`src/rtl/tmr_evt_irq_arbiter_pkg.sv`:
```
// Shared SFR layout, event indexing and FSM state type for the timer event IRQ arbiter.
package tmr_evt_irq_arbiter_pkg;

    localparam int unsigned SFR_W = 32;

    localparam int unsigned OFF_EVT_EN   = 0;
    localparam int unsigned OFF_EVT_PEND = 4;
    localparam int unsigned OFF_IRQ_STAT = 8;

    localparam int unsigned EVT_MATCH0  = 0;
    localparam int unsigned EVT_MATCH1  = 1;
    localparam int unsigned EVT_OVF     = 2;
    localparam int unsigned EVT_PER_TMR = 3;

    typedef logic [SFR_W-1:0] evt_en_t;
    typedef logic [SFR_W-1:0] evt_pend_t;

    typedef struct packed {
        logic [15:0] rsvd_hi;
        logic [7:0]  id;
        logic [6:0]  rsvd_lo;
        logic        req;
    } irq_stat_t;

    typedef enum logic [1:0] {
        ST_IDLE = 2'd0,
        ST_REQ  = 2'd1,
        ST_GAP  = 2'd2
    } arb_state_e;

    function automatic int unsigned src_idx(input int unsigned tmr, input int unsigned evt);
        return EVT_PER_TMR * tmr + evt;
    endfunction

endpackage

```
`src/rtl/tmr_evt_irq_arbiter_if.sv`:
```
// SFR slave bus plus core interrupt handshake of the timer event IRQ arbiter.
interface tmr_evt_irq_arbiter_if #(
    parameter int unsigned DATA_WIDTH = 32,
    parameter int unsigned ADDR_WIDTH = 32,
    parameter int unsigned ID_WIDTH   = 5
);
    logic [ADDR_WIDTH-1:0] sys_addr;
    logic                  sys_wr_en;
    logic [DATA_WIDTH-1:0] sys_sw_value;
    logic [DATA_WIDTH-1:0] sfr_rd_dout;
    logic                  irq_req;
    logic [ID_WIDTH-1:0]   irq_id;
    logic                  irq_ack;

    modport master (
        output sys_addr, sys_wr_en, sys_sw_value, irq_ack,
        input  sfr_rd_dout, irq_req, irq_id
    );

    modport slave (
        input  sys_addr, sys_wr_en, sys_sw_value, irq_ack,
        output sfr_rd_dout, irq_req, irq_id
    );
endinterface

```
`src/rtl/tmr_evt_irq_arbiter_rr_arbiter_nbit.sv`:
```
// Combinational round-robin select: first set request at or after ptr, wrapping at N.
module rr_arbiter_nbit #(
    parameter int unsigned N  = 12,
    parameter int unsigned IW = 5
) (
    input  logic [N-1:0]  req,
    input  logic [IW-1:0] ptr,
    output logic          valid,
    output logic [IW-1:0] idx
);
    logic [IW:0] pos;

    always_comb begin
        valid = 1'b0;
        idx   = '0;
        pos   = '0;
        for (int unsigned i = 0; i < N; i++) begin
            pos = {1'b0, ptr} + (IW+1)'(i);
            if (pos >= (IW+1)'(N)) begin
                pos = pos - (IW+1)'(N);
            end
            if (!valid && (|(req & (N'(1) << pos)))) begin
                valid = 1'b1;
                idx   = pos[IW-1:0];
            end
        end
    end
endmodule

```
`src/rtl/tmr_evt_irq_arbiter.sv`:
```
// Latches timer events as pending flags, masks them, and round-robin grants one IRQ to the core.
module tmr_evt_irq_arbiter
    import tmr_evt_irq_arbiter_pkg::*;
#(
    parameter int unsigned DATA_WIDTH = 32,
    parameter int unsigned ADDR_WIDTH = 32,
    parameter int unsigned BASE_ADDR  = 0,
    parameter int unsigned NUM_TMR    = 4,
    parameter int unsigned ID_WIDTH   = 5
) (
    input  logic                         sys_clk,
    input  logic                         sys_rst_n,
    input  logic                         sys_clk_en,
    input  logic [EVT_PER_TMR*NUM_TMR-1:0] tmr_evt_in,
    tmr_evt_irq_arbiter_if.slave         bus
);
    localparam int unsigned NUM_SRC = EVT_PER_TMR * NUM_TMR;

    if (NUM_SRC > DATA_WIDTH) begin : g_chk_src_width
        $error("NUM_SRC exceeds DATA_WIDTH");
    end
    if ((1 << ID_WIDTH) < NUM_SRC) begin : g_chk_id_width
        $error("ID_WIDTH too small for NUM_SRC");
    end
    if (ID_WIDTH > 8) begin : g_chk_stat_id
        $error("ID_WIDTH does not fit the IRQ_STAT id field");
    end

    logic [NUM_SRC-1:0]  evt_q, rise, pend, pend_nxt, en;
    logic [NUM_SRC-1:0]  w1c_mask, ack_mask, arb_req;
    logic [ID_WIDTH-1:0] rr_ptr, irq_id_q, arb_idx;
    logic                arb_valid, load_grant, take_ack;
    logic                sel_en, sel_pend, sel_stat;
    arb_state_e          state, state_nxt;
    evt_en_t             en_rd;
    evt_pend_t           pend_rd;
    irq_stat_t           stat_rd;

    assign sel_en   = (bus.sys_addr == ADDR_WIDTH'(BASE_ADDR + OFF_EVT_EN));
    assign sel_pend = (bus.sys_addr == ADDR_WIDTH'(BASE_ADDR + OFF_EVT_PEND));
    assign sel_stat = (bus.sys_addr == ADDR_WIDTH'(BASE_ADDR + OFF_IRQ_STAT));

    assign rise     = tmr_evt_in & ~evt_q;
    assign w1c_mask = (bus.sys_wr_en && sel_pend) ? bus.sys_sw_value[NUM_SRC-1:0] : '0;
    assign ack_mask = take_ack ? (NUM_SRC'(1) << irq_id_q) : '0;
    // OR-ing rise after the clear makes a coincident set win over W1C or ack
    assign pend_nxt = (pend & ~(w1c_mask | ack_mask)) | rise;
    assign arb_req  = pend & en;

    rr_arbiter_nbit #(
        .N  (NUM_SRC),
        .IW (ID_WIDTH)
    ) u_rr (
        .req   (arb_req),
        .ptr   (rr_ptr),
        .valid (arb_valid),
        .idx   (arb_idx)
    );

    always_ff @(posedge sys_clk or negedge sys_rst_n) begin
        if (!sys_rst_n) begin
            state <= ST_IDLE;
        end else if (sys_clk_en) begin
            state <= state_nxt;
        end
    end

    always_comb begin
        state_nxt  = state;
        load_grant = 1'b0;
        take_ack   = 1'b0;
        unique case (state)
            ST_IDLE: begin
                if (arb_valid) begin
                    state_nxt  = ST_REQ;
                    load_grant = 1'b1;
                end
            end
            ST_REQ: begin
                if (bus.irq_ack) begin
                    state_nxt = ST_GAP;
                    take_ack  = 1'b1;
                end
            end
            ST_GAP:  state_nxt = ST_IDLE;
            default: state_nxt = ST_IDLE;
        endcase
    end

    always_ff @(posedge sys_clk or negedge sys_rst_n) begin
        if (!sys_rst_n) begin
            evt_q    <= '0;
            pend     <= '0;
            en       <= '0;
            irq_id_q <= '0;
            rr_ptr   <= '0;
        end else if (sys_clk_en) begin
            evt_q <= tmr_evt_in;
            pend  <= pend_nxt;
            if (bus.sys_wr_en && sel_en) begin
                en <= bus.sys_sw_value[NUM_SRC-1:0];
            end
            if (load_grant) begin
                irq_id_q <= arb_idx;
            end
            if (take_ack) begin
                rr_ptr <= (irq_id_q == ID_WIDTH'(NUM_SRC - 1)) ? '0 : irq_id_q + 1'b1;
            end
        end
    end

    // irq_req decodes the state flop, so an async reset drops it at once
    assign bus.irq_req = (state == ST_REQ);
    assign bus.irq_id  = irq_id_q;

    always_comb begin
        en_rd         = evt_en_t'(en);
        pend_rd       = evt_pend_t'(pend);
        stat_rd       = '0;
        stat_rd.req   = (state == ST_REQ);
        stat_rd.id    = 8'(irq_id_q);
    end

    assign bus.sfr_rd_dout = ({DATA_WIDTH{sel_en}}   & DATA_WIDTH'(en_rd))
                           | ({DATA_WIDTH{sel_pend}} & DATA_WIDTH'(pend_rd))
                           | ({DATA_WIDTH{sel_stat}} & DATA_WIDTH'(stat_rd));
endmodule
```
`src/flat_wrapper.sv`:
```
// flat-port wrapper written by rule: the top's interface ports become plain ports
module tmr_evt_irq_arbiter_flat import tmr_evt_irq_arbiter_pkg::*;
#(
    parameter int unsigned DATA_WIDTH = 32,
    parameter int unsigned ADDR_WIDTH = 32,
    parameter int unsigned BASE_ADDR  = 0,
    parameter int unsigned NUM_TMR    = 4,
    parameter int unsigned ID_WIDTH   = 5
)
  (sys_clk, sys_rst_n, sys_clk_en, tmr_evt_in, bus_sys_addr, bus_sys_wr_en, bus_sys_sw_value, bus_irq_ack, bus_sfr_rd_dout, bus_irq_req, bus_irq_id);
  tmr_evt_irq_arbiter_if #(.DATA_WIDTH(DATA_WIDTH), .ADDR_WIDTH(ADDR_WIDTH), .ID_WIDTH(ID_WIDTH)) bus_i ();
  input  logic sys_clk;
  input  logic sys_rst_n;
  input  logic sys_clk_en;
  input  logic [EVT_PER_TMR*NUM_TMR-1:0] tmr_evt_in;
  input wire logic [$bits(bus_i.sys_addr)-1:0] bus_sys_addr;
  input wire logic [$bits(bus_i.sys_wr_en)-1:0] bus_sys_wr_en;
  input wire logic [$bits(bus_i.sys_sw_value)-1:0] bus_sys_sw_value;
  input wire logic [$bits(bus_i.irq_ack)-1:0] bus_irq_ack;
  output wire logic [$bits(bus_i.sfr_rd_dout)-1:0] bus_sfr_rd_dout;
  output wire logic [$bits(bus_i.irq_req)-1:0] bus_irq_req;
  output wire logic [$bits(bus_i.irq_id)-1:0] bus_irq_id;
  assign bus_i.sys_addr = bus_sys_addr;
  assign bus_i.sys_wr_en = bus_sys_wr_en;
  assign bus_i.sys_sw_value = bus_sys_sw_value;
  assign bus_i.irq_ack = bus_irq_ack;
  assign bus_sfr_rd_dout = bus_i.sfr_rd_dout;
  assign bus_irq_req = bus_i.irq_req;
  assign bus_irq_id = bus_i.irq_id;
  tmr_evt_irq_arbiter #(.DATA_WIDTH(DATA_WIDTH), .ADDR_WIDTH(ADDR_WIDTH), .BASE_ADDR(BASE_ADDR), .NUM_TMR(NUM_TMR), .ID_WIDTH(ID_WIDTH)) u_core (.sys_clk(sys_clk), .sys_rst_n(sys_rst_n), .sys_clk_en(sys_clk_en), .tmr_evt_in(tmr_evt_in), .bus(bus_i));
endmodule
```
`config.mk`:
```
export PLATFORM = sky130hd
export DESIGN_NAME = tmr_evt_irq_arbiter_flat
export DESIGN_NICKNAME = d
export VERILOG_FILES = /design/src/rtl/tmr_evt_irq_arbiter_pkg.sv /design/src/rtl/tmr_evt_irq_arbiter_if.sv /design/src/rtl/tmr_evt_irq_arbiter_rr_arbiter_nbit.sv /design/src/rtl/tmr_evt_irq_arbiter.sv /design/src/flat_wrapper.sv
export SDC_FILE = /design/constraint.sdc
export NUM_CORES = 1
export LEC_CHECK = 0
export ABC_AREA = 0
export CAP_MARGIN = 30
export CORE_ASPECT_RATIO = 1.75
export CORE_MARGIN = 2
export CORE_UTILIZATION = 45
export CTS_CLUSTER_DIAMETER = 100
export DETAILED_ROUTE_END_ITERATION = 10
export PLACE_DENSITY = 0.77
export SLEW_MARGIN = 0
export SYNTH_ARGS = -nofsm -noshare
export SYNTH_HDL_FRONTEND = slang
export SYNTH_SLANG_ARGS = --single-unit
```
`constraint.sdc`:
```
create_clock -name sys_clk -period 6.9 [get_ports sys_clk]
set_input_delay 1.38 -clock sys_clk [delete_from_list [all_inputs] [get_ports sys_clk]]
set_output_delay 1.38 -clock sys_clk [all_outputs]
set_load 0.02 [all_outputs]
```
# Yosys cells after proc, flatten, opt, wreduce, memory -nomap -nowiden
# Index checks and enable logic that the tools add are counted.
# W data, S select, Z words.
# totals
out_inout_bits	38
elab_cells	173
regBits	48
in_bits	81
# classes
bitwise_logic	24
shift	13
eq_ne	6
muxes	46
magnitude_cmp	12
addsub	24
reduce_logical	42
# ops
op	n
$and A12 B12 Y12	15
$reduce_or A12 Y1	12
$shl A1 B6 Y12 const A	12
$mux W6	12
$ge A6 B4 Y1 const B	11
$sub A6 B4 Y6 const B	11
$mux W5	13
$and A32 B12 Y32	2
$or A32 B32 Y32	2
$and A32 B13 Y32	1
$eq A32 B3 Y1 const B	1
$eq A32 B4 Y1 const B	1
$logic_not A32 Y1	1
$add A5 B3 Y6 const B	4
$add A5 B4 Y6 const B	4
$mux W12	2
$not A12 Y12	2
$or A12 B12 Y12	2
$mux W1	16
$logic_and A1 B1 Y1	13
$add A5 B2 Y6 const B	2
$shl A1 B5 Y12 const A	1
$logic_not A1 Y1	11
$add A5 B1 Y6 const B	1
other kinds (12)	15

# Longest topological paths before layout
# Gate-level depths: netlist of run 1.
# logic_depth
ltp_word	42
depth_mapped	18

# Cells and area by module
# From an unflattened synthesis of run 1, not the netlist that was laid out.
# hier_totals
cells_unflattened	712
hier_area_um2	5825.6
# modules_own_cells
mod	seq_area_each_um2	area_each_um2	cells_each	n_inst
rr_arbiter_nbit	0.0	2986.6	416	1
tmr_evt_irq_arbiter	1201.2	2839.0	296	1

# Worst setup path before layout of run 1
# No wires, ideal clock.
# synth_path
kind	input -> output
startpoint	input port bus_sys_addr[2]
endpoint	output port bus_sfr_rd_dout[9]
slack_ps	2729
path_buffers	2
t_arrival_ps	2791
cell_stages	6
cell_sequence	clkbuf_1 -> clkbuf_1 -> mux2i_1 -> nor2_1 -> a21oi_1 -> nor3_1
# synth_via
elab_chain_len	4
word_cells_on_any_way	8
classes_between	eq/ne: 2; bitwise: 5; reduce/logical: 1
# synth_lines
item	line_no	text
start, declared	flat_wrapper.sv:16	input wire logic [$bits(bus_i.sys_addr)-1:0] bus_sys_addr;
$eq A32 B3 Y1 / $logic_not A32 Y1 (equally long branches)	tmr_evt_irq_arbiter.sv:40, tmr_evt_irq_arbiter.sv:39	
$and A32 B12 Y32, on equally long branches	tmr_evt_irq_arbiter.sv:125, tmr_evt_irq_arbiter.sv:124	
$or A32 B32 Y32	tmr_evt_irq_arbiter.sv:125	| ({DATA_WIDTH{sel_pend}} & DATA_WIDTH'(pend_rd))
$or A32 B32 Y32 (*)	tmr_evt_irq_arbiter.sv:126	| ({DATA_WIDTH{sel_stat}} & DATA_WIDTH'(stat_rd));
end, declared	flat_wrapper.sv:20	output wire logic [$bits(bus_i.sfr_rd_dout)-1:0] bus_sfr_rd_dout;
# Mark *: on every way between the ends. The rest lies on a longest branch, timed or not.

# Worst setup path after layout of run 1
# layout_path
startpoint	input port bus_sys_addr[1]
endpoint	output port bus_sfr_rd_dout[2]
# The elaborated chain is that of the path after synthesis.

==> flow_metrics.env, run 1 <==
export IMPL_status="complete, no violations"
export IMPL_clkLatencyLatePin_ns=0.29
export IMPL_synth_cells=716
export IMPL_portBuffers=79
export IMPL_power_leakage_nw=2.85
export IMPL_cts_tree="done"
export IMPL_drc=0
export IMPL_hold_viol=0
export IMPL_vias=5784
export IMPL_fin_skew_ns=0.00328
export IMPL_worst_pin_slew_ns=0.999
export IMPL_utilization_pct=53.5
export IMPL_syn_area_per_cell_um2=8.34
export IMPL_cts_sinks=48
export IMPL_ys_warn_count=0
export IMPL_maxSlewHeadroom_pct=32.9
export IMPL_cts_hold_buf=0
export IMPL_drv_cap=0
export IMPL_drv_slew=0
export IMPL_drive_above_1_share_pct=11.6
export IMPL_antenna_found_initial=0
export IMPL_worst_endpoint_required_ns=5.52
export IMPL_multiInputGateArea_um2=4330
export IMPL_core_area_um2=12900
export IMPL_start_util_pct=46.2
export IMPL_ys_top_cells_by_area="dfrtp_1, ha_1, nand2_1"
export IMPL_dp_final_hpwl_um=14400
export IMPL_antenna_cells=0
export IMPL_cts_resized_gates=0
export IMPL_drt_pass1_iter_count=5
export IMPL_htreeDepth=2
export IMPL_cp_max_fo=8
export IMPL_powerDensity_nw_per_um2=90.8
export IMPL_die_w_um=91.1
export IMPL_routedWlPerCell_um=19.2
export IMPL_wl_um=18200
export IMPL_die_h_um=156
export IMPL_area_growth_pct=16.0
export IMPL_grt_use_total_pct=24.8
export IMPL_seqCellArea_um2=1200
export IMPL_ys_flop_type="dfrtp_1"
export IMPL_critPathLaunchType="input pin"
export IMPL_synth_edf_count=0
export IMPL_clk_pin_slew_ns=0.06
export IMPL_gr_total_overflow=0
export IMPL_io_pins=119
export IMPL_fillCellCount=1266
export IMPL_die_area_um2=14200
export IMPL_synth_top_area_share_pct=20.1
export IMPL_cts_made_buffers=5
export IMPL_synth_top_area_cell="dfrtp_1"
export IMPL_gp_congestion=0.993
export IMPL_synth_seq_cells=48
export IMPL_critPathArrivalTime_ns=3.91
export IMPL_fin_crit_sh_pct=76.7
export IMPL_synth_seq_area_share_pct=20.1
export IMPL_grt_pass1_wl_um=28200
export IMPL_drt_iter0_markers=381
export IMPL_fin_tns_setup_ns=0
export IMPL_via_per_inst=6.11
export IMPL_setup_viol=0
export IMPL_worst_ir_drop_vdd_v=0.000184
export IMPL_post_cts_setup_buffer_count=0
export IMPL_grt_pass1_vias=5582
export IMPL_finalCriticalPeriod_ns=5.29
export IMPL_yosysUniqueCellTypes=95
export IMPL_max_freq_mhz=189
export IMPL_std_cell_rows=55
export IMPL_ant_nets=0
export IMPL_rsz0062_at_grt="false"
export IMPL_cts_buffer_depth=2
export IMPL_root_buffer="clkbuf_16"
export IMPL_path_class="in -> out"
export IMPL_end_kind="output pin"
export IMPL_finalNetCount=888
export IMPL_ys_async_sr_fraction_pct=100
export IMPL_netlist_area_um2=5970
export IMPL_worstHoldPathType="reg -> reg"
export IMPL_grt_max_degree=53
[cells in the final DEF, fill, tap and decap left out, types with 6 or more instances in the layout]
cell              n
mux2i_1          26
nor2_1           54
conb_1           19
mux2_2           18
or3_1             6
a32o_1           15
a22o_1            9
nand2_1          71
inv_1            38
nor2b_1           7
dfrtp_1          48
clkdlybuf4s50_1  77
and2_1           10
nor4_1           13
nor3_1           20
and3_1            6
a31oi_1           6
o31ai_1           9
a21oi_1          37
mux4_2           11
buf_4             8
nand2b_1          9
nand4_1          10
xnor2_1          26
nand3_1          19
ha_1             32
a211oi_1          8
o21ai_0          36
[worst max-delay path: stages]
cell             delay (ns)
clkdlybuf4s50_1        0.40
nor4_1                 0.30
nand4_1                0.35
or3_1                  0.65
nor2_1                 0.20
clkdlybuf4s50_1        0.62
[flip-flops by register name, summed over array words and instances, names as in the netlist]
signal	cells
u_core.en	12
u_core.evt_q	12
u_core.pend	12
u_core.bus.irq_id	5
u_core.rr_ptr	5
u_core.state	2
[through the flow]
stage               area [um2]  setup slack [ns]  instances  power [mW]  hold WS (ns)
floorplan                 6040              2.73        734       0.338         0.435
finish                    6930              1.61        946       0.629         0.472
CTS                       6930              1.61        946       0.633         0.481
detailed placement        6770              1.62        939       0.380         0.472
global route              6930              1.42        946       0.648         0.499
global placement          6750              1.65        938       0.377         0.444
[cells in the mapped netlist (all sizes together) (10+ instances only)]
cell type  number
and2           10
mux4           11
a21oi          41
nand2b         11
clkbuf         19
o31ai          10
o21ai          39
ha             32
mux2i          26
nor2           54
nand2          72
mux2           19
nor3           22
nor4           14
inv            43
nand3          21
buf            35
a32o           15
nand4          11
dfrtp          48
xnor2          29
a211oi         10
[cell type report]
| cell class | instances | share of cell area, % |
|---|---|---|
| Inverter | 43 | 2.37 |
| Clock buffer | 7 | 2.20 |
| Tap cell | 171 | 3.09 |
| Sequential cell | 48 | 17.3 |
| Multi-Input combinational cell | 589 | 62.6 |
| Timing Repair Buffer | 88 | 12.4 |
[where the power goes]
group          internal (mW)  switching, mW  total [mW]
clock                  0.152          0.102       0.254
combinational         0.0418         0.0433      0.0851
sequential             0.288        0.00224       0.290
total                  0.482          0.147       0.629
[layer usage]
| metal | vias to the layer above | global-route usage, % | wire length, um |
|---|---|---|---|
| met5 | - | 0 | 0 |
| met4 | 0 | 21.2 | 1640 |
| met3 | 94 | 1.73 | 585 |
| met2 | 225 | 46.8 | 9690 |
| met1 | 2743 | 24.0 | 6260 |
| li1 | 2722 | - | - |
[cells by family (layout without fill, tap and decap cells)]
group | count (synthesis) | count (layout) | synth area share, %
AND/OR/NAND/NOR | 262 | 262 | 23.6
AO/OA/AOI/OAI | 185 | 185 | 22.7
buffers and inverters | 97 | 138 | 8.44
multiplexers | 56 | 56 | 12.1
flip-flops | 48 | 48 | 20.1
XOR/XNOR | 35 | 35 | 6.29
adder cells (fa/ha/maj) | 32 | 32 | 6.70
other | 1 | 19 | 0.0628
[worst paths after layout]
path,from,slack [ns],to,cells after the start
max,bus_sys_addr[1],1.61,bus_sfr_rd_dout[2],6
min,u_core.evt_q[11]$_DFFE_PN0P_,0.47,u_core.pend[11]$_DFFE_PN0P_,1
max reg2reg,u_core.rr_ptr[1]$_DFFE_PN0P_,1.83,u_core.bus.irq_id[2]$_DFFE_PN0P_,16
min reg2reg,u_core.evt_q[11]$_DFFE_PN0P_,0.47,u_core.pend[11]$_DFFE_PN0P_,1
max in group asynchronous,sys_rst_n,5.41,u_core.evt_q[5]$_DFFE_PN0P_,2
min in group asynchronous,sys_rst_n,0.98,u_core.evt_q[11]$_DFFE_PN0P_,1
Power figures use the tool's default switching activity.
==> inputs of run 2 (changes only) <==
==> constraint.sdc (replaced) <==
create_clock -name sys_clk -period 5.45 [get_ports sys_clk]
set_input_delay 1.09 -clock sys_clk [delete_from_list [all_inputs] [get_ports sys_clk]]
set_output_delay 1.09 -clock sys_clk [all_outputs]
set_load 0.02 [all_outputs]
==> run 2 against run 1 <==
Net effect: clock power increased by 23%; total power increased by 25%; largest cell class unchanged; highest routed layer unchanged; combinational power increased by 27%; worst setup slack got worse by 0.86 ns.
==> flow_metrics.env, run 2 (synthesized netlist as in run 1, its figures left out) <==
export IMPL_status="complete, no violations"
export IMPL_area_growth_pct=17.3
export IMPL_power_leakage_nw=2.90
export IMPL_setup_viol=0
export IMPL_drt_iter0_markers=311
export IMPL_hold_viol=0
export IMPL_clk_pin_slew_ns=0.07
export IMPL_critPathArrivalTime_ns=4.87
export IMPL_grt_pass1_wl_um=28700
export IMPL_die_w_um=91.1
export IMPL_fin_crit_sh_pct=86.2
export IMPL_drive_above_1_share_pct=12.7
export IMPL_ant_nets=0
export IMPL_cp_slowest_cell="dfrtp_1"
export IMPL_dp_cells=950
export IMPL_cts_sinks=48
export IMPL_std_cell_rows=55
export IMPL_dp_final_hpwl_um=14600
export IMPL_worst_pin_slew_ns=0.903
export IMPL_fin_skew_ns=0.00665
export IMPL_io_pins=119
export IMPL_fillCellCount=1252
export IMPL_r2r_cells=15
export IMPL_finalNetCount=899
export IMPL_max_freq_mhz=213
export IMPL_drv_cap=0
export IMPL_grt_use_total_pct=25.3
export IMPL_hp_start="u_core.evt_q[11]$_DFFE_PN0P_"
export IMPL_critPathLaunchType="flop"
export IMPL_cts_tree="done"
export IMPL_post_cts_setup_buffer_count=0
export IMPL_final_common_cell="clkdlybuf4s50_1"
export IMPL_via_per_inst=6.07
export IMPL_wl_um=18200
export IMPL_rsz0062_at_grt="false"
export IMPL_cts_made_buffers=5
export IMPL_finalCriticalPeriod_ns=4.70
export IMPL_worstHoldPathType="reg -> reg"
export IMPL_end_kind="flop"
export IMPL_core_area_um2=12900
export IMPL_maxSlewHeadroom_pct=39.3
export IMPL_cts_hold_buf=0
export IMPL_gr_total_overflow=0
export IMPL_cts_resized_gates=0
export IMPL_drt_pass1_iter_count=5
export IMPL_crit_family="simple AND/OR/NAND/NOR gates"
export IMPL_start_util_pct=46.2
export IMPL_grt_max_degree=53
export IMPL_p_total_mw=0.789
export IMPL_slowest_delay_ns=0.53
export IMPL_drv_slew=0
export IMPL_grt_pass1_vias=5685
export IMPL_drc=0
export IMPL_die_area_um2=14200
export IMPL_worst_ir_drop_vdd_v=0.000202
export IMPL_powerDensity_nw_per_um2=113
export IMPL_fin_cells=958
export IMPL_antenna_cells=0
export IMPL_layout_common_cells="clkdlybuf4s50_1, nand2_1, nor2_1, dfrtp_1, inv_1"
export IMPL_reg2reg_from="u_core.rr_ptr[2]$_DFFE_PN0P_"
export IMPL_antenna_found_initial=0
export IMPL_path_buf_inv=0
export IMPL_gp_congestion=1.02
export IMPL_cts_buffer_depth=2
export IMPL_largestRegisters="u_core.en (12), u_core.evt_q (12), u_core.pend (12)"
export IMPL_worstPathCellList="ha_1 > nand2_1 > xnor2_1 > ha_1 > a31o_2 > nor3_4 > mux2i_1 > or4b_1 > nand4_2 > nor4_4 > nand2_2 > or3_1 > o211ai_2 > nand2_1 > o41a_1"
export IMPL_htreeDepth=2
export IMPL_r2r_setup_slack_ns=0.75
export IMPL_routedWlPerCell_um=19.0
export IMPL_portBuffers=79
export IMPL_root_buffer="clkbuf_16"
export IMPL_vias=5819
export IMPL_path_class="reg -> reg"
export IMPL_cp_max_fo=10
export IMPL_clkLatencyLatePin_ns=0.29
export IMPL_fin_tns_setup_ns=0
export IMPL_reg2reg_to="u_core.bus.irq_id[1]$_DFFE_PN0P_"
export IMPL_worst_endpoint_required_ns=5.62
export IMPL_worstHoldPathCells=1
export IMPL_hold_end="u_core.pend[11]$_DFFE_PN0P_"
export IMPL_die_h_um=156
-- run 2: cell type report --
type                       count  area, um2  share of cell area, %
multi-input combinational    589       4330                   61.9
sequential                    48       1200                   17.2
timing repair buffer          99        943                   13.5
tap                          171        214                   3.06
inverter                      43        164                   2.34
clock buffer                   8        146                   2.09
-- run 2: per-layer routing --
layer	global-route usage [%]	wire length [um]	vias up
met2	48.7	9960	235
li1	-	-	2757
met5	0	0	-
met3	2.55	747	83
met1	24.5	6190	2744
met4	18.2	1350	0
-- run 2: how the worst max path moves through the flow --
stage | start | endpoint | slack, ns | depth (start not counted)
after floorplan | u_core.rr_ptr[0]$_DFFE_PN0P_ | u_core.bus.irq_id[2]$_DFFE_PN0P_ | 1.52 | 16
after global placement | bus_sys_addr[11] | bus_sfr_rd_dout[5] | 0.80 | 6
after detailed placement | bus_sys_addr[11] | bus_sfr_rd_dout[6] | 0.77 | 6
after CTS | bus_sys_addr[11] | bus_sfr_rd_dout[2] | 0.77 | 6
after global routing | u_core.rr_ptr[2]$_DFFE_PN0P_ | u_core.bus.irq_id[2]$_DFFE_PN0P_ | 0.47 | 15
final | u_core.rr_ptr[2]$_DFFE_PN0P_ | u_core.bus.irq_id[1]$_DFFE_PN0P_ | 0.75 | 15
-- run 2: report_power, final --
part	internal (mW)	leakage, nW	switching [mW]
Clock	0.183	0.0712	0.130
Sequential	0.365	0.576	0.00286
Combinational	0.0538	2.25	0.0544
Total	0.602	2.90	0.187
-- run 2: per-stage QoR --
step                      worst slack (ns)  util, %  hold slack, ns  area [um2]
final                                0.750     54.1           0.476        7000
after global routing                 0.474     54.1           0.501        7000
after CTS                            0.766     54.1           0.477        7000
after detailed placement             0.774     53.0           0.468        6860
after global placement               0.799     52.8           0.446        6840
after floorplan                       1.52        -           0.435        6040
==> inputs of run 3 (changes only) <==
--- a/config.mk
+++ b/config.mk
@@ -6,7 +6,6 @@
 export NUM_CORES = 1
 export LEC_CHECK = 0
 export ABC_AREA = 0
-export CAP_MARGIN = 30
 export CORE_ASPECT_RATIO = 1.75
 export CORE_MARGIN = 2
 export CORE_UTILIZATION = 45
==> constraint.sdc (replaced) <==
create_clock -name sys_clk -period 5.43 [get_ports sys_clk]
set_input_delay 1.086 -clock sys_clk [delete_from_list [all_inputs] [get_ports sys_clk]]
set_output_delay 1.086 -clock sys_clk [all_outputs]
set_load 0.02 [all_outputs]
==> run 3 against run 2 <==
Net effect: combinational power about the same; non-clock buffer count down 2; largest power group unchanged; sequential share of layout area grew 0.068 points; total power decreased by 0.91%; global-route usage down 0.48 points; design area decreased by 0.39%.
==> flow_metrics.env, run 3 (synthesized netlist as in run 1, its figures left out) <==
export IMPL_status="complete, no violations"
export IMPL_end_kind="flop"
export IMPL_drc=0
export IMPL_clk_pin_slew_ns=0.06
export IMPL_grt_pass1_wl_um=28300
export IMPL_cts_tree="done"
export IMPL_grt_pass1_vias=5704
export IMPL_hold_end="u_core.pend[11]$_DFFE_PN0P_"
export IMPL_cts_made_buffers=5
export IMPL_worst_ir_drop_vdd_v=0.000350
export IMPL_cts_resized_gates=0
export IMPL_worstHoldPathType="reg -> reg"
export IMPL_io_pins=119
export IMPL_routedWlPerCell_um=18.7
export IMPL_max_freq_mhz=211
export IMPL_powerDensity_nw_per_um2=112
export IMPL_combPwrFrac_pct=13.7
export IMPL_fin_crit_sh_pct=87.4
export IMPL_post_cts_setup_buffer_count=0
export IMPL_antenna_found_initial=0
export IMPL_p_total_mw=0.782
export IMPL_p_sw_mw=0.179
export IMPL_path_class="reg -> reg"
export IMPL_finalNetCount=897
export IMPL_grt_use_total_pct=24.8
export IMPL_path_buf_inv=0
export IMPL_p_int_mw=0.602
export IMPL_holdWs_ns=0.476
export IMPL_root_buffer="clkbuf_16"
export IMPL_antenna_cells=0
export IMPL_power_leakage_nw=2.89
export IMPL_portBuffers=79
export IMPL_crit_family="simple AND/OR/NAND/NOR gates"
export IMPL_critPathArrivalTime_ns=4.91
export IMPL_reg2reg_from="u_core.rr_ptr[2]$_DFFE_PN0P_"
export IMPL_cts_hold_buf=0
export IMPL_use_met3_pct=1.88
export IMPL_finalCriticalPeriod_ns=4.74
export IMPL_area_growth_pct=16.8
export IMPL_layout_common_cells="clkdlybuf4s50_1, nand2_1, nor2_1, dfrtp_1, inv_1"
export IMPL_p_sw_share_pct=23.0
export IMPL_worstHoldPathCells=1
export IMPL_critPathLaunchType="flop"
export IMPL_grtUsageMet1_pct=23.8
export IMPL_vias=5812
export IMPL_slowest_delay_ns=0.56
export IMPL_die_h_um=156
export IMPL_dp_final_hpwl_um=14400
export IMPL_drt_iter0_markers=365
export IMPL_final_common_cell="clkdlybuf4s50_1"
export IMPL_r2r_cells=15
export IMPL_drv_slew=0
export IMPL_setup_viol=0
export IMPL_ant_nets=0
export IMPL_hold_viol=0
export IMPL_drv_cap=0
export IMPL_drive_above_1_share_pct=12.5
export IMPL_worst_pin_slew_ns=1.08
export IMPL_cts_buffer_depth=2
export IMPL_rsz0062_at_grt="false"
export IMPL_drt_pass1_iter_count=5
export IMPL_utilization_pct=53.9
export IMPL_clkLatencyLatePin_ns=0.28
export IMPL_std_cell_rows=55
export IMPL_use_met2_pct=48.0
export IMPL_start_util_pct=46.2
export IMPL_r2r_setup_slack_ns=0.69
export IMPL_cp_slowest_cell="ha_1"
export IMPL_gr_total_overflow=0
export IMPL_fin_skew_ns=0.00276
export IMPL_fillCellCount=1238
export IMPL_grt_max_degree=53
export IMPL_wl_um=17900
export IMPL_die_area_um2=14200
export IMPL_htreeDepth=2
export IMPL_worstPathCellList="ha_1 > nand2_1 > xnor2_1 > ha_1 > a31o_2 > nor3_4 > mux2i_1 > or4b_1 > nand4_2 > nor4_4 > nand2_2 > or3_1 > o211ai_2 > nand2_1 > o41a_1"
export IMPL_gr_max_usage_layer="met2"
export IMPL_maxSlewHeadroom_pct=27.9
export IMPL_startpoint="u_core.rr_ptr[2]$_DFFE_PN0P_"
export IMPL_gp_congestion=0.991
export IMPL_core_area_um2=12900
export IMPL_hp_start="u_core.evt_q[11]$_DFFE_PN0P_"
export IMPL_largestRegisters="u_core.en (12), u_core.evt_q (12), u_core.pend (12)"
export IMPL_p_clk_share_pct=39.1
export IMPL_cts_sinks=48
export IMPL_worst_endpoint_required_ns=5.59
export IMPL_reg2reg_to="u_core.bus.irq_id[1]$_DFFE_PN0P_"
export IMPL_via_per_inst=6.08
export IMPL_cp_max_fo=10
export IMPL_die_w_um=91.1
export IMPL_power_frac_seq_pct=47.2
export IMPL_fin_tns_setup_ns=0
-- run 3: changes by cell type in the layout (fill, tap and decap cells not counted) --
cell	before	now
buf_12	1	0
buf_4	19	18
-- run 3: metrics by stage --
step                setup slack (ns)  area (um2)  cells
floorplan                       1.50        6040    734
global placement               0.773        6830    948
detailed placement             0.735        6830    948
CTS                            0.717        6980    956
global route                   0.393        6980    956
finish                         0.686        6980    956
-- run 3: worst max path at each step --
stage / end / slack, ns / cells past startpoint
finish: u_core.bus.irq_id[1]$_DFFE_PN0P_ / 0.69 / 15
CTS: u_core.bus.irq_id[1]$_DFFE_PN0P_ / 0.72 / 15
global placement: u_core.bus.irq_id[0]$_DFFE_PN0P_ / 0.77 / 15
detailed placement: u_core.bus.irq_id[1]$_DFFE_PN0P_ / 0.74 / 15
floorplan: u_core.bus.irq_id[2]$_DFFE_PN0P_ / 1.50 / 16
global route: u_core.bus.irq_id[2]$_DFFE_PN0P_ / 0.39 / 15
-- run 3: power by group through the flow --
stage / clock network [mW] / registers [mW] / logic (mW)
2_1_floorplan: 0 / 0.375 / 0.0551
3_3_place_gp: 0 / 0.375 / 0.105
3_5_place_dp: 0 / 0.375 / 0.106
4_1_cts: 0.314 / 0.369 / 0.107
5_1_grt: 0.327 / 0.369 / 0.118
6_report: 0.306 / 0.369 / 0.107
-- run 3: layout make-up --
type	count	area, um2	share of cell area [%]
Clock buffer	8	146	2.10
Inverter	43	164	2.35
Multi-Input combinational cell	589	4330	62.1
Sequential cell	48	1200	17.2
Tap cell	171	214	3.07
Timing Repair Buffer	97	916	13.1
-- run 3: per-layer routing --
layer,up-vias,share of wire (%)
li1,2746,-
met1,2783,34
met2,212,55
met3,71,3.4
met4,0,7.7
met5,-,0
